<file path="config.mk">
export PLATFORM = sky130hd
export DESIGN_NAME = sram_read_unit_flat
export DESIGN_NICKNAME = d
export VERILOG_FILES = /design/src/rtl/sram_pkg.sv /design/src/rtl/sram_read_unit_if.sv /design/src/rtl/sram_word_to_byte.sv /design/src/rtl/sram_read_unit.sv /design/src/flat_wrapper.sv
export SDC_FILE = /design/constraint.sdc
export NUM_CORES = 1
export LEC_CHECK = 0
export CELL_PAD_IN_SITES_DETAIL_PLACEMENT = 2
export CELL_PAD_IN_SITES_GLOBAL_PLACEMENT = 2
export CORE_ASPECT_RATIO = 2
export CORE_MARGIN = 3
export CORE_UTILIZATION = 31
export DETAILED_ROUTE_END_ITERATION = 10
export PLACE_DENSITY_LB_ADDON = 0.1
export SLEW_MARGIN = 20
export SYNTH_ARGS = -nofsm -noshare
export SYNTH_HDL_FRONTEND = slang
export SYNTH_SLANG_ARGS = --single-unit
</file>
<file path="constraint.sdc">
create_clock -name clk -period 4.26 [get_ports clk]
set_clock_uncertainty 0.2 [all_clocks]
set_input_delay 0.852 -clock clk [delete_from_list [all_inputs] [get_ports clk]]
set_output_delay 0.852 -clock clk [all_outputs]
set_load 0.02 [all_outputs]
</file>
<file path="src/rtl/sram_pkg.sv">
// Shared SRAM constants and the read-side state type, used by both the read and write paths.
package sram_pkg;

    localparam int unsigned SRAM_ADDR_W = 19;
    localparam int unsigned SRAM_DATA_W = 16;
    localparam int unsigned SRAM_CNT_W  = 20;
    localparam int unsigned SRAM_BYTE_W = 8;
    localparam int unsigned SRAM_LAT_W  = 4;

    typedef enum logic [2:0] {
        ST_IDLE,
        ST_REQ,
        ST_WAIT,
        ST_HI,
        ST_LO,
        ST_FINISH
    } sram_rd_state_e;

endpackage

</file>
<file path="src/rtl/sram_read_unit_if.sv">
// SRAM read port plus outgoing byte stream of the sequential SRAM reader.
interface sram_read_unit_if;
    import sram_pkg::*;

    logic                   sram_read_selec;
    logic                   sram_read_read;
    logic                   sram_read_write;
    logic [SRAM_ADDR_W-1:0] sram_read_addr;
    logic [SRAM_DATA_W-1:0] sram_read_data;
    logic [SRAM_BYTE_W-1:0] byte_o;
    logic                   byte_valid;
    logic                   byte_ready;

    // Reader side: drives the SRAM strobes and the byte stream.
    modport master (
        output sram_read_selec, sram_read_read, sram_read_write, sram_read_addr,
        output byte_o, byte_valid,
        input  sram_read_data, byte_ready
    );

    // SRAM controller and byte consumer side.
    modport slave (
        input  sram_read_selec, sram_read_read, sram_read_write, sram_read_addr,
        input  byte_o, byte_valid,
        output sram_read_data, byte_ready
    );

endinterface

</file>
<file path="src/rtl/sram_word_to_byte.sv">
// Word register that presents a 16-bit word as two bytes, high byte first,
// over a valid/ready handshake. The word is shifted left a byte per transfer,
// so byte_o is always a register slice and drops to 0 after the low byte.
module sram_word_to_byte
    import sram_pkg::*;
(
    input  logic                   clk,
    input  logic                   rst,
    input  logic                   load_i,
    input  logic [SRAM_DATA_W-1:0] word_i,
    input  logic                   byte_ready_i,
    output logic [SRAM_BYTE_W-1:0] byte_o,
    output logic                   byte_valid_o,
    output logic                   xfer_c_o
);

    logic [SRAM_DATA_W-1:0] word_q;
    logic                   valid_q;
    logic                   lo_q;

    assign xfer_c_o     = valid_q & byte_ready_i;
    assign byte_o       = word_q[SRAM_DATA_W-1 -: SRAM_BYTE_W];
    assign byte_valid_o = valid_q;

    // Load on the last latency cycle, then shift out one byte per transfer.
    always_ff @(posedge clk) begin
        if (rst) begin
            word_q  <= '0;
            valid_q <= 1'b0;
            lo_q    <= 1'b0;
        end else if (load_i) begin
            word_q  <= word_i;
            valid_q <= 1'b1;
            lo_q    <= 1'b0;
        end else if (xfer_c_o) begin
            word_q  <= {word_q[SRAM_BYTE_W-1:0], SRAM_BYTE_W'(0)};
            valid_q <= ~lo_q;
            lo_q    <= ~lo_q;
        end
    end

endmodule

</file>
<file path="src/rtl/sram_read_unit.sv">
// Sequential SRAM reader: reads N_WORDS words from address 0 and streams them
// out high byte first. Define SRAM_READ_LOOP_EN to restart playback from
// address 0 after the last byte instead of stopping in FINISH.
module sram_read_unit
    import sram_pkg::*;
#(
    parameter int unsigned N_WORDS  = 100000,
    parameter int unsigned SRAM_LAT = 2
) (
    input  logic                  clk,
    input  logic                  rst,
    input  logic                  sram_read_start,
    sram_read_unit_if.master      bus,
    output logic                  sram_read_finish,
    output logic [SRAM_CNT_W-1:0] sram_read_count
);

    localparam logic [SRAM_ADDR_W-1:0] ADDR_LAST = SRAM_ADDR_W'(N_WORDS - 1);
    localparam logic [SRAM_LAT_W-1:0]  LAT_LAST  = SRAM_LAT_W'(SRAM_LAT - 1);

    sram_rd_state_e         state_q;
    logic [SRAM_ADDR_W-1:0] addr_q;
    logic [SRAM_LAT_W-1:0]  lat_q;
    logic                   selec_q;
    logic                   read_q;
    logic                   finish_q;
    logic [SRAM_CNT_W-1:0]  count_q;
    logic                   load_c;
    logic                   xfer_c;

    assign load_c = (state_q == ST_WAIT) && (lat_q == LAT_LAST);

    assign bus.sram_read_selec = selec_q;
    assign bus.sram_read_read  = read_q;
    assign bus.sram_read_write = 1'b0;
    assign bus.sram_read_addr  = addr_q;
    assign sram_read_finish    = finish_q;
    assign sram_read_count     = count_q;

    sram_word_to_byte u_w2b (
        .clk          (clk),
        .rst          (rst),
        .load_i       (load_c),
        .word_i       (bus.sram_read_data),
        .byte_ready_i (bus.byte_ready),
        .byte_o       (bus.byte_o),
        .byte_valid_o (bus.byte_valid),
        .xfer_c_o     (xfer_c)
    );

    // Read sequencer: strobes, address, latency counter and byte count.
    always_ff @(posedge clk) begin
        if (rst) begin
            state_q  <= ST_IDLE;
            addr_q   <= '0;
            lat_q    <= '0;
            selec_q  <= 1'b0;
            read_q   <= 1'b0;
            finish_q <= 1'b0;
            count_q  <= '0;
        end else begin
`ifdef SRAM_READ_LOOP_EN
            finish_q <= 1'b0;
`endif
            if (xfer_c) begin
                count_q <= count_q + SRAM_CNT_W'(1);
            end
            case (state_q)
                ST_IDLE: begin
                    if (sram_read_start) begin
                        state_q <= ST_REQ;
                        selec_q <= 1'b1;
                        read_q  <= 1'b1;
                    end
                end
                ST_REQ: begin
                    state_q <= ST_WAIT;
                    lat_q   <= '0;
                end
                ST_WAIT: begin
                    lat_q <= lat_q + SRAM_LAT_W'(1);
                    if (lat_q == LAT_LAST) begin
                        state_q <= ST_HI;
                        selec_q <= 1'b0;
                        read_q  <= 1'b0;
                    end
                end
                ST_HI: begin
                    if (xfer_c) begin
                        state_q <= ST_LO;
                    end
                end
                ST_LO: begin
                    if (xfer_c) begin
                        if (addr_q == ADDR_LAST) begin
`ifdef SRAM_READ_LOOP_EN
                            state_q  <= ST_REQ;
                            addr_q   <= '0;
                            count_q  <= '0;
                            finish_q <= 1'b1;
                            selec_q  <= 1'b1;
                            read_q   <= 1'b1;
`else
                            state_q  <= ST_FINISH;
                            finish_q <= 1'b1;
`endif
                        end else begin
                            state_q <= ST_REQ;
                            addr_q  <= addr_q + SRAM_ADDR_W'(1);
                            selec_q <= 1'b1;
                            read_q  <= 1'b1;
                        end
                    end
                end
                ST_FINISH: begin
                    state_q <= ST_FINISH;
                end
                default: begin
                    state_q <= ST_IDLE;
                end
            endcase
        end
    end

endmodule

</file>
<file path="src/flat_wrapper.sv">
// flat-port wrapper written by rule: the top's interface ports become plain ports
module sram_read_unit_flat import sram_pkg::*;
#(
    parameter int unsigned N_WORDS  = 100000,
    parameter int unsigned SRAM_LAT = 2
)
  (clk, rst, sram_read_start, sram_read_finish, sram_read_count, bus_sram_read_selec, bus_sram_read_read, bus_sram_read_write, bus_sram_read_addr, bus_byte_o, bus_byte_valid, bus_sram_read_data, bus_byte_ready);
  sram_read_unit_if bus_i ();
  input  logic clk;
  input  logic rst;
  input  logic sram_read_start;
  output logic sram_read_finish;
  output logic [SRAM_CNT_W-1:0] sram_read_count;
  output wire logic [$bits(bus_i.sram_read_selec)-1:0] bus_sram_read_selec;
  output wire logic [$bits(bus_i.sram_read_read)-1:0] bus_sram_read_read;
  output wire logic [$bits(bus_i.sram_read_write)-1:0] bus_sram_read_write;
  output wire logic [$bits(bus_i.sram_read_addr)-1:0] bus_sram_read_addr;
  output wire logic [$bits(bus_i.byte_o)-1:0] bus_byte_o;
  output wire logic [$bits(bus_i.byte_valid)-1:0] bus_byte_valid;
  input wire logic [$bits(bus_i.sram_read_data)-1:0] bus_sram_read_data;
  input wire logic [$bits(bus_i.byte_ready)-1:0] bus_byte_ready;
  assign bus_sram_read_selec = bus_i.sram_read_selec;
  assign bus_sram_read_read = bus_i.sram_read_read;
  assign bus_sram_read_write = bus_i.sram_read_write;
  assign bus_sram_read_addr = bus_i.sram_read_addr;
  assign bus_byte_o = bus_i.byte_o;
  assign bus_byte_valid = bus_i.byte_valid;
  assign bus_i.sram_read_data = bus_sram_read_data;
  assign bus_i.byte_ready = bus_byte_ready;
  sram_read_unit #(.N_WORDS(N_WORDS), .SRAM_LAT(SRAM_LAT)) u_core (.clk(clk), .rst(rst), .sram_read_start(sram_read_start), .bus(bus_i), .sram_read_finish(sram_read_finish), .sram_read_count(sram_read_count));
endmodule
</file>
* Word level (Yosys, flattened, before mapping)
Index checks and enable logic that the tools add are counted.
Operators by class: add/sub/neg operators 3, equality and inequality tests 12, muxes and demuxes 16, bitwise gates (word level) 3, reduce and logical (&&, ||, !) cells 10
Operators by type and width (count):
- 2-to-1 mux 16 bit | 2
- adder 20 x 1 -> 20 bit, second input constant | 1
- adder 19 x 1 -> 19 bit, second input constant | 1
- equality test 19 x 17 -> 1 bit, second input constant | 1
- one-hot mux 3 bit (6 select lines) | 1
- 2-to-1 mux 3 bit | 5
- inequality test 2 bit, second input constant | 5
- one-hot mux 4 bit (2 select lines) | 1
- equality test 3 x 2 -> 1 bit, second input constant | 2
- equality test 3 bit, second input constant | 2
- 2-to-1 mux 1 bit | 6
- AND reduction 3 bit | 2
- AND reduction 5 bit | 1
- adder 4 x 1 -> 4 bit, second input constant | 1
- equality test 4 x 1 -> 1 bit, second input constant | 1
- AND reduction 4 bit | 1
- nonzero test 2 bit | 2
- equality test 3 x 1 -> 1 bit, second input constant | 1
- logical NOT 3 bit | 1
- one-hot mux 1 bit (3 select lines) | 1
- nonzero test 3 bit | 1
- NOT 1 bit | 2
- OR reduction 2 bit | 1
- AND 1 bit | 1
- logical AND 1 bit | 1
Storage, ports and cells: register bits 66, input bits 20, output and inout bits 52, word-level logic and storage cells 53

* Logic depth before layout (Yosys ltp)
depth in word-level cells 4, gate-level depth with buffers 7, gate-level depth less buffers 6

* Hierarchy
From an unflattened synthesis, not the netlist that was laid out.
Unflattened totals: cells, all modules 383, area, all modules 3308.2 µm²
By module, submodules not included:
- sram_read_unit | times used 1, cells each 287, area each 2432.3 µm², seq. area each 960.9 µm²
- sram_word_to_byte | times used 1, cells each 96, area each 875.8 µm², seq. area each 360.3 µm²

* Least setup slack after synthesis
Ideal clock, no wire load.
path kind input -> register, from in bus_byte_ready, to reg u_core.count_q[19], in the netlist u_core.sram_read_count[19], data arrival time 2.145 ns, path slack 1.794 ns, stages 5, cells stage by stage nand4_2 > or4_1 > clkbuf_1 > nor3_1 > mux2_2
Between the ends: word-level cells in the longest chain between the ends 1
RTL lines:
- from (decl) | RTL line flat_wrapper.sv:21 | input wire logic [$bits(bus_i.byte_ready)-1:0] bus_byte_ready;
- AND 1 bit | RTL line sram_word_to_byte.sv:21 | assign xfer_c_o = valid_q & byte_ready_i;
- to (signal assigned) | RTL line sram_read_unit.sv:66 | count_q <= count_q + SRAM_CNT_W'(1);
- to (decl) | RTL line sram_read_unit.sv:27 | logic [SRAM_CNT_W-1:0] count_q;
No other way between the ends. A chain may end at the register's enable or synchronous reset.

* Final worst setup path
from in bus_byte_ready, to reg u_core.addr_q[11], in the netlist u_core.bus.sram_read_addr[11]
Between the ends: word-level cells in the longest chain between the ends 2
RTL lines:
- AND 1 bit | RTL line sram_word_to_byte.sv:21
- AND reduction 3 bit (no line)
- to (signal assigned) | RTL line sram_read_unit.sv:109 | addr_q <= addr_q + SRAM_ADDR_W'(1);
- to (decl) | RTL line sram_read_unit.sv:22 | logic [SRAM_ADDR_W-1:0] addr_q;
No other way between the ends.

==> results.tsv <==
stage	metric	value	unit
status	outcome	finished clean	
synth	synthesis.nets	417	
drt	drt_iter0_drc	58	
die	die_w	78.3	um
synth	ys_seq_elements	66	
placed_design	place_area	0.00395	sq mm
final_layout	diodes	0	
drt	first_pass_iters	4	
synth	synth_top_family_by_area	simple AND/OR/NAND/NOR gates	
worst_setup_path	cp_slowest_cell	clkdlybuf4s50_1	
final_layout	nFillCells	1171	
worst_setup_path	worst_r2r_path_depth	4	
timing	min_period	2.96	ns
die	coreArea	0.0101	sq mm
worst_setup_path	worst-setup-path-type	input pin to flip-flop	
timing	setup_tns	0	ns
clock_network	cts_tree	done	
clock_network	hold_buffers	0	
power_and_ir_drop	intPower	1.08	mW
power_and_ir_drop	cellLeakagePower	1.34	nW
clock_network	postCtsSetupBuffers	0	
final_layout	layout-area-overhead-vs-synth	30.2	%
worst_setup_path	worstPathRequired	4.30	ns
clock_network	clk_pin_slew	0.06	ns
drt	vias	3108	
grt	grt_pass1_wl	17000	um
drt	ant_nets	0	
power_and_ir_drop	pwr-share-comb	5.5	%
clock_network	cts.sinks	66	
clock_network	clockBufferDepth	2	
synth	yosys.area_share.adder	1.54	%
worst_setup_path	path_max_fanout	16	
synth	synth_cell_types	49	
grt	overflow	0	
worst_setup_path	worst_path_largest_cell_delay	0.63	ns
placed_design	io_buffers	70	
power_and_ir_drop	clock_power_share	48.8	%
clock_network	cts_buffers	9	
drt	viasPerCell	5.36	
timing	clock.fmax	338	MHz
clock_network	ctsResizeCount	0	
synth	synth_xor_area_share	3.78	%
synth	synth_area	0.00324	sq mm
min_path	holdCritPathClass	flip-flop to flip-flop	
run	maxCapViolCount	0	
timing	rsz0062_at_grt	false	
grt	grt_max_degree	47	
synth	synth-compound-area-share	16.2	%
synth	ys_seq_area_share	40.7	%
timing	tightest_slew	0.918	ns
die	io_pins	72	
final_layout	regArea	0.00132	sq mm
clock_network	cts.root.buffer_cell	clkbuf_16	
timing	slew_viol_final	0	
grt	gr-usage-all-layers	18.3	%
die	start_util	32.0	%
die	die_y	151	um
drt	wl_per_cell	17.2	um
worst_setup_path	cp_data_arrival_time	3.00	ns
timing	finalCritPeriodShare	69.5	%
die	fp.dieArea	0.0118	sq mm
synth	synthFlopType	dfxtp_1	
placed_design	hpwlAfterDp	7340	um
synth	synthCells	393	
clock_network	insertion_delay	0.33	ns
final_layout	nNetsFinal	465	
power_and_ir_drop	finalPower	1.39	mW
synth	synth_mux_area_share	2.31	%
synth	synthSimpleGateAreaFrac	28.7	%
clock_network	htree_levels	3	
power_and_ir_drop	p_per_area	330	mW/mm^2
timing	holdWs	0.268	ns
drt	wl	9990	um
final_layout	final_area	0.00422	sq mm
timing	timing_hold_violations_final	0	
power_and_ir_drop	switching_share	22.5	%
power_and_ir_drop	ir_drop	0.000262	V
power_and_ir_drop	pwr-share-seq	45.7	%
synth	synth-edff-count	0	
drt	drc_errors	0	
grt	antenna_found_initial	0	
final_layout	final_layout_size_suffix_gt1_share	6.52	%
die	std_cell_rows	52	
timing	slew_headroom	38.6	%
worst_setup_path	end_kind	flip-flop	
worst_setup_path	cp_cell_sequence	clkdlybuf4s50_1 > and2_1 > nand4_1 > or4_1 > a21oi_1	
final_layout	multiInputGateArea	0.00171	sq mm
min_path	holdPathStages	2	
timing	finalSetupViolCount	0	
synth	ys_warn_count	0	
power_and_ir_drop	power_switching	314	uW
synth	syn_avg_cell_area	8.25	sq um
placed_design	place.gp.congestion	0.759	
worst_setup_path	critPathLaunchType	input pin	
grt	grt_pass1_vias	3397	
synth	ys_async_sr_fraction	0	%
-- path summary, 6_finish.rpt --
check / from / end / slack [ns]
min reg2reg: u_core.sram_read_finish$_SDFFE_PP0P_ / u_core.sram_read_finish$_SDFFE_PP0P_ / 0.27
max: bus_byte_ready / u_core.bus.sram_read_addr[11]$_SDFFE_PP0P_ / 1.30
max reg2reg: u_core.bus.sram_read_addr[3]$_SDFFE_PP0P_ / u_core.bus.sram_read_addr[18]$_SDFFE_PP0P_ / 1.56
min: u_core.sram_read_finish$_SDFFE_PP0P_ / u_core.sram_read_finish$_SDFFE_PP0P_ / 0.27
-- layout make-up --
type,instances,area share [%]
clock buffer,12,6.08
clock inverter,3,0.356
inverter,11,0.978
multi-input combinational,281,40.5
sequential,66,31.3
tap,135,4.00
timing repair buffer,72,16.8
-- layout by cell type, fill, tap and decap left out, types with 3 or more instances in the layout --
cell | synthesis | final
o21ai_0 | 9 | 9
and3_1 | 5 | 5
nand3_1 | 22 | 22
a22oi_1 | 3 | 3
a211oi_1 | 7 | 7
a311oi_1 | 9 | 9
xnor2_1 | 11 | 11
ha_1 | 4 | 4
or2_2 | 3 | 3
clkdlybuf4s50_1 | 0 | 69
o31ai_1 | 12 | 12
nand2b_1 | 6 | 6
mux2i_1 | 3 | 3
clkinv_2 | 0 | 3
dfxtp_1 | 66 | 66
xor2_1 | 3 | 3
nor3_1 | 7 | 7
nor2_1 | 33 | 33
clkbuf_16 | 0 | 9
mux2_2 | 4 | 4
or4_1 | 16 | 16
a21oi_1 | 28 | 28
nor2b_1 | 7 | 7
inv_1 | 11 | 11
nand2_1 | 43 | 43
nand4_1 | 10 | 10
nor4_1 | 7 | 7
or3_1 | 4 | 4
-- synth_stat cells, drive strengths merged, types with 2 or more instances --
cell     instances  area, sq um
nor4             8         65.1
ha               4         50.1
nor2            33          124
nor2b            7         43.8
nand3           23          120
and3             5         31.3
or3              4         25.0
a31oi            2         12.5
mux2             4         45.0
a21o             2         15.0
xor2             3         26.3
a311oi           9         78.8
inv             11         41.3
and2             2         12.5
nor3             7         35.0
clkbuf          19         71.3
o31ai           12         90.1
or4             16          120
a22oi            3         22.5
nand2           43          161
o21ai            9         45.0
a21oi           28          140
mux2i            3         30.0
buf             16          101
nand4           11         75.1
nand4bb          2         22.5
nand2b           6         37.5
o311ai           2         17.5
a211oi           7         52.6
or2              4         25.0
xnor2           11         96.3
dfxtp           66         1320
-- power groups by stage --
stage	Clock (mW)	Sequential (mW)	Combinational (mW)
final	0.680	0.637	0.0772
after global routing	0.735	0.639	0.0854
after CTS	0.703	0.637	0.0793
after detailed placement	0	0.650	0.0782
after global placement	0	0.650	0.0772
after floorplan	0	0.645	0.0478
-- metrics by stage --
| step | cells | worst slack, ns | utilization, % |
|---|---|---|---|
| 2_1_floorplan | 393 | 1.79 | - |
| 3_3_place_gp | 565 | 1.04 | 38.9 |
| 3_5_place_dp | 565 | 0.972 | 38.9 |
| 4_1_cts | 580 | 1.32 | 41.6 |
| 5_1_grt | 580 | 1.19 | 41.6 |
| 6_report | 580 | 1.30 | 41.6 |
-- sequential cells by signal, indices dropped and copies added, names as in the netlist --
register                    count
u_core.u_w2b.byte_valid_o       1
u_core.bus.sram_read_addr      19
u_core.lat_q                    4
u_core.state_q                  3
u_core.bus.sram_read_selec      1
u_core.u_w2b.lo_q               1
u_core.sram_read_finish         1
u_core.u_w2b.word_q            16
u_core.sram_read_count         20
-- per-layer routing --
metal  vias up  share of wire [%]  track usage, %
li1       1499                  -               -
met1      1556                 38            18.7
met2        45                 59            36.4
met3         8                2.2            3.23
met4         0               0.97            5.78
met5         -                  0               0
-- logic make-up after synthesis --
group	count (synthesis)
AOI/OAI and AO/OA	80
xor gates and xnor gates	14
adders and majority gates	4
buffers and inverters	46
DFF	66
muxes	7
other	1
and+or+nand+nor	175
-- critical path: cells and delay by family --
family	cells	cell delay (ns)
AO/OA/AOI/OAI	1	0.19
buffers and inverters	1	0.63
AND/OR/NAND/NOR	3	1.33
Power figures use the tool's default switching activity.
